==> src/rtl/fir_chain_sequencer.sv <==
// Sequencer for a cascade of FIR units forming one long filter: loads one
// sample per transaction, strobes every unit together, gathers their done
// pulses, serially sums the partial results and forwards shifted-out samples
// down the chain for the next transaction.
module fir_chain_sequencer #(
  parameter int unsigned NUM_UNITS      = 4,
  parameter int unsigned DATA_SIZE      = 16,
  parameter int unsigned TIMEOUT_CYCLES = 4096,
  localparam int unsigned SUM_W         = 2*DATA_SIZE + $clog2(NUM_UNITS)
) (
  input  logic                             clk_i,
  input  logic                             rst_ni,
  input  logic                             sample_valid_i,
  input  logic [DATA_SIZE-1:0]             sample_i,
  output logic                             sample_ready_o,
  output logic [NUM_UNITS-1:0]             unit_strobe_o,
  output logic [NUM_UNITS*DATA_SIZE-1:0]   unit_sample_o,
  input  logic [NUM_UNITS-1:0]             unit_done_i,
  input  logic [NUM_UNITS*DATA_SIZE-1:0]   unit_shift_i,
  input  logic [NUM_UNITS*2*DATA_SIZE-1:0] unit_y_i,
  output logic                             y_valid_o,
  output logic [SUM_W-1:0]                 y_o,
  output logic                             busy_o,
  output logic                             err_o,
  input  logic                             err_clr_i
);

  localparam int unsigned Y_W   = 2*DATA_SIZE;
  localparam int unsigned IDX_W = $clog2(NUM_UNITS);
  localparam int unsigned CNT_W = $clog2(TIMEOUT_CYCLES + 1);

  localparam logic [2:0] S_IDLE   = 3'd0;
  localparam logic [2:0] S_LOAD   = 3'd1;
  localparam logic [2:0] S_WAIT   = 3'd2;
  localparam logic [2:0] S_SUM    = 3'd3;
  localparam logic [2:0] S_OUTPUT = 3'd4;

  logic [2:0]                            state_q, state_d;
  logic                                  ready_q, busy_q, strobe_q, y_valid_q, err_q;
  logic [SUM_W-1:0]                      y_q, acc_q, acc_sum;
  logic [NUM_UNITS-1:0][DATA_SIZE-1:0]   sample_q;
  logic [NUM_UNITS-1:1][DATA_SIZE-1:0]   chain_q;
  logic [NUM_UNITS-1:0]                  mask_q;
  logic [CNT_W-1:0]                      cnt_q;
  logic [IDX_W-1:0]                      idx_q;

  logic [NUM_UNITS-1:0][DATA_SIZE-1:0]   shift_arr;
  logic [NUM_UNITS-1:0][Y_W-1:0]         y_arr;

  logic accept, wait_clr, cnt_inc, timeout, sum_clr, sum_step, sum_last, out_fire;
  logic all_done;
  logic unused_shift;

  assign shift_arr    = unit_shift_i;
  assign y_arr        = unit_y_i;
  // The last unit's shifted-out sample leaves the filter.
  assign unused_shift = ^shift_arr[NUM_UNITS-1];

  assign all_done = &(mask_q | unit_done_i);
  assign acc_sum  = acc_q + SUM_W'(y_arr[idx_q]);

  assign sample_ready_o = ready_q;
  assign busy_o         = busy_q;
  assign unit_strobe_o  = {NUM_UNITS{strobe_q}};
  assign unit_sample_o  = sample_q;
  assign y_valid_o      = y_valid_q;
  assign y_o            = y_q;
  assign err_o          = err_q;

  // State register.
  always_ff @(posedge clk_i or negedge rst_ni) begin
    if (!rst_ni) state_q <= S_IDLE;
    else         state_q <= state_d;
  end

  // Next-state and datapath control decode.
  always_comb begin
    state_d  = state_q;
    accept   = 1'b0;
    wait_clr = 1'b0;
    cnt_inc  = 1'b0;
    timeout  = 1'b0;
    sum_clr  = 1'b0;
    sum_step = 1'b0;
    sum_last = 1'b0;
    out_fire = 1'b0;
    case (state_q)
      S_IDLE: begin
        if (sample_valid_i && ready_q) begin
          accept  = 1'b1;
          state_d = S_LOAD;
        end
      end
      S_LOAD: begin
        wait_clr = 1'b1;
        state_d  = S_WAIT;
      end
      S_WAIT: begin
        if (all_done) begin
          sum_clr = 1'b1;
          state_d = S_SUM;
        end else if (cnt_q == CNT_W'(TIMEOUT_CYCLES - 1)) begin
          timeout = 1'b1;
          state_d = S_IDLE;
        end else begin
          cnt_inc = 1'b1;
        end
      end
      S_SUM: begin
        sum_step = 1'b1;
        if (idx_q == IDX_W'(NUM_UNITS - 1)) begin
          sum_last = 1'b1;
          state_d  = S_OUTPUT;
        end
      end
      S_OUTPUT: begin
        out_fire = 1'b1;
        state_d  = S_IDLE;
      end
      default: state_d = S_IDLE;
    endcase
  end

  // Registered status/strobe outputs derived from the upcoming state.
  always_ff @(posedge clk_i or negedge rst_ni) begin
    if (!rst_ni) begin
      ready_q   <= 1'b1;
      busy_q    <= 1'b0;
      strobe_q  <= 1'b0;
      y_valid_q <= 1'b0;
    end else begin
      ready_q   <= (state_d == S_IDLE);
      busy_q    <= (state_d != S_IDLE);
      strobe_q  <= (state_d == S_LOAD);
      y_valid_q <= (state_d == S_OUTPUT);
    end
  end

  // Unit input samples and the forwarding chain.
  always_ff @(posedge clk_i or negedge rst_ni) begin
    if (!rst_ni) begin
      sample_q <= '0;
      chain_q  <= '0;
    end else begin
      if (accept) begin
        sample_q[0] <= sample_i;
        for (int unsigned k = 1; k < NUM_UNITS; k++) sample_q[k] <= chain_q[k];
      end
      if (out_fire) begin
        for (int unsigned k = 1; k < NUM_UNITS; k++) chain_q[k] <= shift_arr[k-1];
      end
    end
  end

  // Done-mask collection and WAIT timeout counter.
  always_ff @(posedge clk_i or negedge rst_ni) begin
    if (!rst_ni) begin
      mask_q <= '0;
      cnt_q  <= '0;
    end else if (wait_clr) begin
      mask_q <= '0;
      cnt_q  <= '0;
    end else if (state_q == S_WAIT) begin
      mask_q <= mask_q | unit_done_i;
      if (cnt_inc) cnt_q <= cnt_q + CNT_W'(1);
    end
  end

  // Serial accumulation of the partial sums and final output capture.
  always_ff @(posedge clk_i or negedge rst_ni) begin
    if (!rst_ni) begin
      acc_q <= '0;
      idx_q <= '0;
      y_q   <= '0;
    end else begin
      if (sum_clr) begin
        acc_q <= '0;
        idx_q <= '0;
      end else if (sum_step) begin
        acc_q <= acc_sum;
        idx_q <= idx_q + IDX_W'(1);
      end
      if (sum_last) y_q <= acc_sum;
    end
  end

  // Sticky timeout flag; a new timeout wins over a simultaneous clear.
  always_ff @(posedge clk_i or negedge rst_ni) begin
    if (!rst_ni)        err_q <= 1'b0;
    else if (timeout)   err_q <= 1'b1;
    else if (err_clr_i) err_q <= 1'b0;
  end

endmodule

==> config.mk <==
export PLATFORM = sky130hd
export DESIGN_NAME = fir_chain_sequencer
export DESIGN_NICKNAME = d
export VERILOG_FILES = /design/src/rtl/fir_chain_sequencer.sv
export SDC_FILE = /design/constraint.sdc
export NUM_CORES = 1
export LEC_CHECK = 0
export CORE_MARGIN = 3
export CORE_UTILIZATION = 35
export DETAILED_ROUTE_END_ITERATION = 6
export HOLD_SLACK_MARGIN = 0.02
export PLACE_DENSITY_LB_ADDON = 0.15
export SLEW_MARGIN = 20
export SYNTH_ARGS = -nofsm -noshare
export SYNTH_HDL_FRONTEND = slang
export SYNTH_SLANG_ARGS = --single-unit
export TNS_END_PERCENT = 10
==> constraint.sdc <==
create_clock -name clk_i -period 4.6 [get_ports clk_i]
set_input_delay 0.69 -clock clk_i [delete_from_list [all_inputs] [get_ports clk_i]]
set_output_delay 0.69 -clock clk_i [all_outputs]
set_load 0.02 [all_outputs]
Word-level counts from Yosys, hierarchy flattened
Cells that the tools add are included.
{"block": "word_totals", "reg_bits": 207, "latch_bits": 0, "mem_bits_rw": 0, "rom_bits": 0, "in_bits": 216, "output_inout_bits": 106, "word_cells": 74, "memories": 0}
{"block": "op_classes", "n_addsub": 3, "mul": 0, "div_mod_pow": 0, "magnitude_cmp": 1, "n_eq_ne": 8, "n_shift": 0, "muxes": 33, "bitwise_logic": 1, "reduce_logical": 10}
{"operator": "34-bit two-way mux", "count": 2}
{"operator": "32-bit binary-select mux with 2-bit select", "count": 1}
{"operator": "13-bit two-way mux", "count": 3}
{"operator": "34-bit by 32-bit adder with 34-bit output", "count": 1}
{"operator": "32-bit two-way mux", "count": 1}
{"operator": "1-bit two-way mux", "count": 17}
{"operator": "13-bit by 1-bit adder with 13-bit output, second input constant", "count": 1}
{"operator": "13-bit by 12-bit equality test with 1-bit output, second input constant", "count": 1}
{"operator": "3-bit two-way mux", "count": 4}
{"operator": "3-bit one-hot mux with 4 select lines", "count": 1}
{"operator": "4-bit two-way mux", "count": 2}
{"operator": "2-bit nonzero test", "count": 4}
{"operator": "3-bit by 1-bit equality test with 1-bit output, second input constant", "count": 2}
{"operator": "3-bit by 2-bit equality test with 1-bit output, second input constant", "count": 2}
{"operator": "3-bit equality test, second input constant", "count": 2}
{"operator": "3-bit logical NOT", "count": 2}
{"operator": "2-bit two-way mux", "count": 2}
{"operator": "4-bit bitwise OR", "count": 1}
{"operator": "4-bit AND reduction", "count": 1}
{"operator": "2-bit by 3-bit less-than comparator with 1-bit output, second input constant", "count": 1}
{"operator": "3-bit nonzero test", "count": 1}
{"operator": "2-bit by 1-bit adder with 2-bit output, second input constant", "count": 1}
{"operator": "2-bit equality test, second input constant", "count": 1}
{"operator": "2-bit AND reduction", "count": 1}
{"operator": "1-bit logical AND", "count": 1}

Logic depth before layout (Yosys ltp)
{"block": "depth", "word_depth": 7, "mapped_depth": 13, "ltp_nobuf": 12}

Worst setup path before layout
OpenSTA, ideal clock, no wires.
{"block": "synth_path", "kind": "register to register", "start": "reg idx_q[0]", "end": "reg acc_q[33]", "setup_ns": 0.074, "arrival_ns": 3.593, "t_required_ns": 4.526, "setup_slack_ns": 0.933, "stages_incl_launch_ff": 14, "path_buffers": 3, "period_less_slack_ns": 3.667, "cell_sequence": "dfrtp_1 clkbuf_1 buf_1 mux4_2 ha_1 buf_2 nand4_2 nor4_4 a22o_4 a311o_1 o221ai_2 o21a_1 or3_1 o21ai_2"}
{"block": "synth_via", "elab_chain_cells": 5}
{"item": "start, declared", "line": "45", "text": "logic [IDX_W-1:0] idx_q;"}
{"item": "start signal, assigned", "line": "181", "text": "idx_q <= idx_q + IDX_W'(1);"}
{"item": "32-bit binary-select mux with 2-bit select", "line": "60", "text": "assign acc_sum = acc_q + SUM_W'(y_arr[idx_q]);"}
{"item": "32-bit two-way mux (not written as such)", "line": "60"}
{"item": "34-bit by 32-bit adder with 34-bit output", "line": "60"}
{"item": "34-bit two-way mux", "line": "179", "text": "end else if (sum_step) begin"}
{"item": "34-bit two-way mux", "line": "176", "text": "if (sum_clr) begin"}
{"item": "end signal, assigned", "line": "180", "text": "acc_q <= acc_sum;"}
{"item": "end, declared", "line": "40", "text": "logic [SUM_W-1:0] y_q, acc_q, acc_sum;"}
Every way passes these cells. The select of a mux whose other input is x is not followed.
A chain may end at the register's enable or synchronous reset.

Worst setup path after layout
Same ends and word-level chain as after synthesis.

==> results.toml <==
[timing]
rsz0062_at_grt = "no"
fin_setup_tns_ns = 0
slew_headroom_pct = 34.5
worst_slack_ns = 0.800
hold_viol = 0
min_period_ns = 3.80
fmax_ghz = 0.263
setup_viol = 0
min_period_over_period_pct = 82.6
worst_pin_slew_ns = 0.978
slew_violations = 0
skew_ns = 0.0114

[clock_tree]
cts_tree = "done"
post_cts_buffers = 0
insertion_delay_ns = 0.52
cts-resized-gates = 0
clk_pin_slew_ns = 0.06
cts_max_path_buffers = 3
numCtsBuffers = 24
htreeDepth = 1
cts_sinks = 207
hold_buffers = 0
root_buffer = "clkbuf_16"

[placed_design]
place_area_um2 = 13900
gp_congestion = 0.802
dp_slack_ns = 0.609
port_buffers = 305
placed_cells = 1545
hpwl_um = 20300

[power_and_ir_drop]
power_leakage_nw = 6.14
internal_power_mw = 6.30
switching_share_pct = 39.8
pwr-share-clk_pct = 18.8
netSwitchingPower_mw = 4.16
ir_drop_v = 0.000296
power.density_nw_per_um2 = 711
combPwrFrac_pct = 52.8
p_total_mw = 10.5
p_seq_share_pct = 28.4

[grt]
antenna_found_initial = 0
grt_pass1_wl_um = 41900
grt_max_degree = 93
grt-ovfl-total = 0
track_usage_pct = 16.4
grt_pass1_vias = 7765

[drt]
wl_per_cell_um = 17.0
ant_nets = 0
via_per_inst = 4.99
totalWireLength_um = 27000
drtPass1Iterations = 4
via_count = 7925
drtIter0Drc = 391
drc = 0

[floorplan]
io_pins = 322
fp-row-count = 62
die_x_um = 179
initial_utilization_pct = 36.0
core_area_um2 = 29000
dieArea_um2 = 31900
die_h_um = 179

[critical_path]
cp_top_family = "simple AND/OR/NAND/NOR gates"
crit_required_ns = 5.04
rr_endpoint = "acc_q[33]$_DFFE_PN0P_"
crit_buf_inv = 1
ff2ff_path_depth = 11
ff2ff_setup_slack_ns = 0.80
crit_chain = "buf_4 > mux4_2 > ha_1 > nand4_4 > nor4_4 > a22o_4 > a311o_1 > o221ai_2 > o21a_1 > or3_1 > o21ai_2"
cpPeakStageDelay_ns = 0.74
endpoint_kind = "flip-flop"
worst-setup-path-type = "reg2reg"
worst-path-max-fanout = 18
critPathSlowestCell = "dfrtp_2"
crit_start = "idx_q[0]$_DFFE_PN0P_"
cp.arrival_ns = 4.24
reg2reg_from = "idx_q[0]$_DFFE_PN0P_"
startpoint_type = "flip-flop"

[synth]
syn_inst = 898
async_reset_ff_share_pct = 100
synth-seq-cells = 207
synth-edff-count = 0
synth_cell_types = 63
avgSynthCellArea_um2 = 11.6
yosysSeqAreaShare_pct = 49.7
syn-cell-area_um2 = 10400
synth_nets = 1149
ys_warn_count = 0
synthFlopType = "dfrtp_1"

[job]
max_cap_violations = 0

[hold_path]
min_path_type = "in2async"

[layout]
syn_to_final_growth_pct = 41.0
fin_cells = 1589
final_nets = 1439
final_area_um2 = 14700
drive_gt1_share_pct = 18.1

[run_status]
outcome = "completed"
[cell usage after synthesis (5+ instances only)]
library cell | number | area share, %
clkbuf_1 | 34 | 1.2
buf_2 | 11 | 0.53
o21bai_1 | 6 | 0.43
mux2_2 | 114 | 12
inv_1 | 19 | 0.68
a21oi_1 | 54 | 2.6
a31oi_1 | 5 | 0.30
ha_1 | 34 | 4.1
nand3_1 | 30 | 1.4
xnor2_1 | 22 | 1.8
o21a_1 | 5 | 0.36
nand4_1 | 15 | 0.90
nand2_1 | 84 | 3.0
a21o_1 | 10 | 0.72
nor2_1 | 37 | 1.3
o21ai_0 | 76 | 3.6
dfrtp_1 | 206 | 49
mux4_2 | 32 | 6.9
nor2b_1 | 5 | 0.30
xor2_1 | 17 | 1.4
and3_1 | 6 | 0.36
[routing by layer]
metal / up-vias / global-route usage (%) / wire, µm
met4: 0 / 4.12 / 442
met5: - / 0 / 0
met2: 219 / 27.2 / 13000
met1: 3857 / 21.7 / 11700
li1: 3821 / - / -
met3: 28 / 3.79 / 1870
[power by group through the flow]
| stage | Clock, mW | Combinational [mW] | Sequential (mW) |
|---|---|---|---|
| finish | 1.97 | 5.52 | 2.97 |
| global route | 2.10 | 6.12 | 3.07 |
| CTS | 2.03 | 5.56 | 2.99 |
| detailed placement | 0 | 5.53 | 3.01 |
| global placement | 0 | 5.49 | 2.98 |
| floorplan | 0 | 3.28 | 3.35 |
[sequential cells by signal, summed over array words and instances, names as in the netlist]
register / cells
acc_q: 34
busy_o: 1
chain_q: 48
cnt_q: 13
err_o: 1
idx_q: 2
mask_q: 4
sample_ready_o: 1
state_q: 3
strobe_q: 1
unit_sample_o: 64
y_o: 34
y_valid_o: 1
[cells by family (layout without fill, tap and decap cells)]
kind of cell	count (synthesis)	count (layout)	share of synthesized area (%)
muxes	147	147	19.3
xor gates and xnor gates	39	39	3.27
and+or+nand+nor	207	207	9.70
buffers and inverters	73	379	2.91
adders and majority gates	35	35	4.27
AOI/OAI and AO/OA	190	190	10.9
DFF	207	207	49.7
other	0	1	0
[cells in the final DEF, fill, tap and decap left out, types with 3 or more instances in the layout]
| cell type | netlist | layout |
|---|---|---|
| clkdlybuf4s50_1 | 0 | 304 |
| dfrtp_1 | 206 | 205 |
| mux2_2 | 114 | 114 |
| nand2_1 | 84 | 83 |
| o21ai_0 | 76 | 76 |
| a21oi_1 | 54 | 54 |
| nor2_1 | 37 | 36 |
| ha_1 | 34 | 34 |
| mux4_2 | 32 | 32 |
| nand3_1 | 30 | 30 |
| clkbuf_16 | 0 | 24 |
| xnor2_1 | 22 | 22 |
| inv_1 | 19 | 19 |
| xor2_1 | 17 | 17 |
| nand4_1 | 15 | 15 |
| buf_4 | 4 | 11 |
| a21o_1 | 10 | 10 |
| and3_1 | 6 | 6 |
| o21bai_1 | 6 | 6 |
| clkbuf_1 | 34 | 6 |
| clkbuf_8 | 0 | 6 |
| nor2b_1 | 5 | 5 |
| o21a_1 | 5 | 5 |
| a31oi_1 | 5 | 5 |
| nand2b_1 | 4 | 4 |
| nor3_1 | 4 | 4 |
| and2_1 | 4 | 4 |
| o21ai_1 | 3 | 3 |
| or3_1 | 3 | 3 |
| o22ai_1 | 3 | 3 |
| o221ai_1 | 3 | 3 |
| o211ai_1 | 3 | 3 |
| a21boi_0 | 3 | 3 |
| bufinv_16 | 0 | 3 |
[worst max path at each step]
stage | endpoint | slack (ns) | cells after the start
floorplan | acc_q[33]$_DFFE_PN0P_ | 0.93 | 13
global placement | acc_q[28]$_DFFE_PN0P_ | 0.64 | 13
detailed placement | acc_q[28]$_DFFE_PN0P_ | 0.61 | 13
CTS | acc_q[28]$_DFFE_PN0P_ | 0.74 | 11
global route | acc_q[33]$_DFFE_PN0P_ | 0.51 | 11
finish | acc_q[33]$_DFFE_PN0P_ | 0.80 | 11
[stage by stage]
step                      hold slack [ns]  utilization [%]
after global placement              0.464             47.8
after CTS                           0.200             50.6
after global routing                0.217             50.7
after floorplan                     0.394                -
after detailed placement            0.471             47.8
final                               0.179             50.7
[cell type report]
type,instances,area (µm²)
clock buffer,35,692
fill,2589,14300
clock inverter,7,130
multi-input combinational,618,4960
inverter,19,71.3
tap,384,480
sequential,207,5180
timing repair buffer,318,3190
antenna,1,2.50
Note: power is estimated with default switching activity, not from simulation.
